## config.mk

```make
export PLATFORM = sky130hd
export DESIGN_NAME = up_counter_4bit
export DESIGN_NICKNAME = d
export VERILOG_FILES = /design/src/rtl/up_counter_4bit.sv
export SDC_FILE = /design/constraint.sdc
export NUM_CORES = 1
export LEC_CHECK = 0
export BUFFER_PORTS_ARGS = -buffer_cell sky130_fd_sc_hd__buf_4
export CAP_MARGIN = 30
export CELL_PAD_IN_SITES_DETAIL_PLACEMENT = 0
export CELL_PAD_IN_SITES_GLOBAL_PLACEMENT = 1
export CORE_AREA = 2 2 39 41
export DETAILED_ROUTE_END_ITERATION = 12
export DIE_AREA = 0 0 41 43
export PLACE_DENSITY_LB_ADDON = 0.25
export SETUP_SLACK_MARGIN = 0.3
export SLEW_MARGIN = 0
export SYNTH_ARGS = -nofsm -noshare
export SYNTH_HDL_FRONTEND = slang
export SYNTH_SLANG_ARGS = --single-unit
```

## constraint.sdc

```tcl
create_clock -name clk -period 1.1 [get_ports clk]
set_input_delay 0.055 -clock clk [delete_from_list [all_inputs] [get_ports clk]]
set_output_delay 0.055 -clock clk [all_outputs]
set_load 0.02 [all_outputs]
```

## src/rtl/up_counter_4bit.sv

```systemverilog
// ---------------------------------------------------------------------------
// up_counter_4bit
//   Parameterised synchronous binary up-counter with enable, synchronous
//   clear, parallel load (clamped to the terminal value) and a programmable
//   terminal value. It is used as a general event/cycle counter. The tc and
//   wrap flags feed downstream timing logic.
//
// Parameters
//   WIDTH    counter width in bits (1..32)
//   MAX_VAL  terminal value, 1..2**WIDTH-1; the count wraps to 0 after it
//
// Ports
//   clk   in   1      rising-edge clock
//   rst   in   1      synchronous reset, active low (overrides everything)
//   en    in   1      count enable
//   clr   in   1      synchronous clear, active high (highest priority)
//   load  in   1      synchronous parallel load, active high
//   d     in   WIDTH  load value (values above MAX_VAL saturate to MAX_VAL)
//   q     out  WIDTH  registered count
//   tc    out  1      combinational, high while q == MAX_VAL
//   wrap  out  1      registered one-cycle pulse after a counting MAX_VAL->0
// ---------------------------------------------------------------------------
module up_counter_4bit #(
    parameter int unsigned      WIDTH   = 4,
    parameter longint unsigned  MAX_VAL = (64'd1 << WIDTH) - 64'd1
) (
    input  logic             clk,
    input  logic             rst,
    input  logic             en,
    input  logic             clr,
    input  logic             load,
    input  logic [WIDTH-1:0] d,
    output logic [WIDTH-1:0] q,
    output logic             tc,
    output logic             wrap
);

    // Terminal value at the counter's own width.
    localparam logic [WIDTH-1:0] MAX_Q = WIDTH'(MAX_VAL);

    // Catch illegal configurations at elaboration time.
    generate
        if (WIDTH < 1 || WIDTH > 32) begin : g_bad_width
            $error("up_counter_4bit: WIDTH must be 1..32");
        end
        if (MAX_VAL < 1 || MAX_VAL > ((64'd1 << WIDTH) - 64'd1)) begin : g_bad_max
            $error("up_counter_4bit: MAX_VAL must be 1..2**WIDTH-1");
        end
    endgenerate

    logic [WIDTH-1:0] q_nxt;
    logic             wrap_nxt;

    // Next-state selection, priority clr > load > en > hold. Every branch
    // keeps q_nxt within 0..MAX_VAL, so the increment can never overflow.
    always_comb begin
        q_nxt    = q;
        wrap_nxt = 1'b0;
        if (clr) begin
            q_nxt = '0;
        end else if (load) begin
            q_nxt = (d > MAX_Q) ? MAX_Q : d;
        end else if (en) begin
            if (q == MAX_Q) begin
                q_nxt    = '0;
                wrap_nxt = 1'b1;   // only a counting rollover flags wrap
            end else begin
                q_nxt = q + WIDTH'(1);
            end
        end
    end

    always_ff @(posedge clk) begin
        if (!rst) begin
            q    <= '0;
            wrap <= 1'b0;
        end else begin
            q    <= q_nxt;
            wrap <= wrap_nxt;
        end
    end

    assign tc = (q == MAX_Q);

endmodule

```

==> out/results.ini <==
[global_routing]
grt_use_total=0.111
antenna_found_initial=0
grt_overflow=0
grt_max_degree=8
grt_pass1_wl_um=1210
grt_pass1_vias=280

[pwr]
power_uw=531
leakage_uw=0.000268
internal_power_uw=391
p_comb_frac=0.219
switching_share=0.264
p_sw_uw=140
ir_drop_uv=495
p_clk_frac=0.417
seqPwrFrac=0.364
power_density_mw_per_mm2=885

[outcome]
failed_checks=negative setup slack
status=complete, but fails checks

[critical_path]
reg2reg_slack_ns=-0.14
crit_path_top_delay_cell=dfxtp_4
r2r-end=q[0]
setup.worst_path.start_class=register
r2r-start=q[1]
endpoint_kind=register
r2r_cells=5
crit_chain=ha_4 > nand3_4 > inv_4 > or3_1 > a221oi_2
worstSetupPathType=register to register
slowest_delay_ns=0.34
worst-endpoint-arrival_ns=1.39
cp-startpoint=q[1]
cp.required_ns=1.25
worstPathMaxFanout=2

[sta]
setup_viol=4
skew_ns=0.00365
rsz0062_at_grt=yes
hold_viol=0
worst_slew_pin_slew_ns=0.185
drv_slew=0
finalSetupTns_ns=-0.321
layout_setup_ws_ns=-0.137
slew_headroom=0.877
min_period_over_period=1.12
period_minus_slack_ns=1.24
timing.fmax_ghz=0.808

[die]
die_h_um=43
core_mm2=0.00138
row_count=14
dieArea_mm2=0.00176
start_util=0.210
num_io_pins=15
die_w_um=41

[route]
drc=0
post_drt_wl_per_cell_um=11.6
postRouteAntennaNets=0
vias=326
wl_um=844
via_per_inst=4.47
first_pass_iters=5
drt_first_iter_violations=3

[finish]
insertedDiodeCount=0
drive_gt1_frac=0.754
final_cells=73
mostFrequentLayoutCells=16 x buf_4, 8 x buf_6, 3 x nor2_1, 3 x clkbuf_4
nFillCells=144
multi_input_area_um2=215
final_common_cell=buf_4
syn_to_final_growth_pct=106
stdcell_area_um2=599
register_area_um2=110
finalNetCount=68

[synthesis]
syn_nets=40
yosysWarnings=0
ys_seq_area_frac=0.345
synth_edf_count=0
synth_cells=30
syn-cell-area_um2=290
avgSynthCellArea_um2=9.68
ys_ff_latch=5
synth_cell_types=19
synth_ff_type=dfxtp_1
ys_async_sr_fraction=0

[min_path]
whs_path_depth=3
hp-start=d[1]
hold_end=q[1]
worst_hold_path_type=input pin to register

[clock_network]
htree_levels=1
clock-sinks=5
cts_buffers=3
clock_latency_ns=0.25
cts_buffer_depth=2
clk_pin_slew_worst_paths_ns=0.04
ctsRootBufferMaster=clkbuf_4
ctsHoldBuffers=0
cts_tree=done

[placement]
placed_area_um2=485
hpwl_um=609
placed_cells=65
place.gp.congestion=0.765
port_buffers=14

[job]
drv_cap=0

-- cells in the mapped netlist (all sizes together) (2+ instances only) --
library cell,n,share of area
a21oi,2,0.034
inv,4,0.052
nor2,3,0.039
or3,2,0.060
dfxtp,5,0.34
nand3,2,0.034
xor2,2,0.060
-- cell families (layout without fill, tap and decap cells) --
logic type | count (synthesis) | after routing | share of synthesized area
flip-flops | 5 | 5 | 0.345
AO/OA/AOI/OAI | 5 | 5 | 0.168
adder cells (fa/ha/maj) | 1 | 1 | 0.0431
buffers and inverters | 5 | 32 | 0.0905
multiplexers | 2 | 2 | 0.0733
AND/OR/NAND/NOR | 10 | 10 | 0.220
XOR/XNOR | 2 | 2 | 0.0604
-- routing by layer --
metal	track usage	wire, µm	up-vias
met1	0.138	337	151
met2	0.138	436	15
met5	0	0	-
li1	-	-	158
met4	0.100	6	0
met3	0.0471	64	2
-- sequential cells by signal, summed over array words and instances (netlist names) --
signal  flops
q           4
wrap        1
-- critical path: cells and delay by family (launching register included) --
family | cells | cell delay, ns
fa+ha+maj | 1 | 0.17
buf+inv | 1 | 0.03
simple gates | 2 | 0.40
flops | 1 | 0.34
compound gates | 1 | 0.21
-- metrics by stage --
stage                     hold WS [ns]  setup WS [ns]   util
after detailed placement         0.305         -0.136  0.351
after floorplan                  0.197         -0.164      -
final                           0.0508         -0.137  0.433
after global routing            0.0520         -0.184  0.433
after global placement           0.287         -0.110  0.351
after CTS                       0.0461         -0.146  0.405
-- worst max-delay path by stage --
stage	to	cells past startpoint	slack, ns
6_report	q[0]	5	-0.14
5_1_grt	q[0]	5	-0.18
4_1_cts	q[0]	5	-0.15
3_5_place_dp	q[0]	5	-0.14
3_3_place_gp	q[0]	5	-0.11
2_1_floorplan	q[0]	5	-0.16
-- cell type report --
class,instances,area share
inverters,4,0.0292
flip-flops and latches,5,0.184
well taps,16,0.0334
repair buffers,24,0.351
clock buffers,4,0.0438
multi-input cells,20,0.359
-- power groups by stage --
stage                     clock network (µW)  registers [µW]  logic [µW]
after floorplan                            0             206        38.7
after CTS                                231             193         110
after global routing                     248             193         124
after detailed placement                   0             196        98.7
final                                    221             193         116
after global placement                     0             196        95.7
-- timing repair --
action,4_1_cts,5_1_grt
resized for setup,10,4
cloned,0,0
pin swaps,2,2
setup buffers,2,2
setup endpoints to repair,9,10
(Power assumes the default switching activity.)
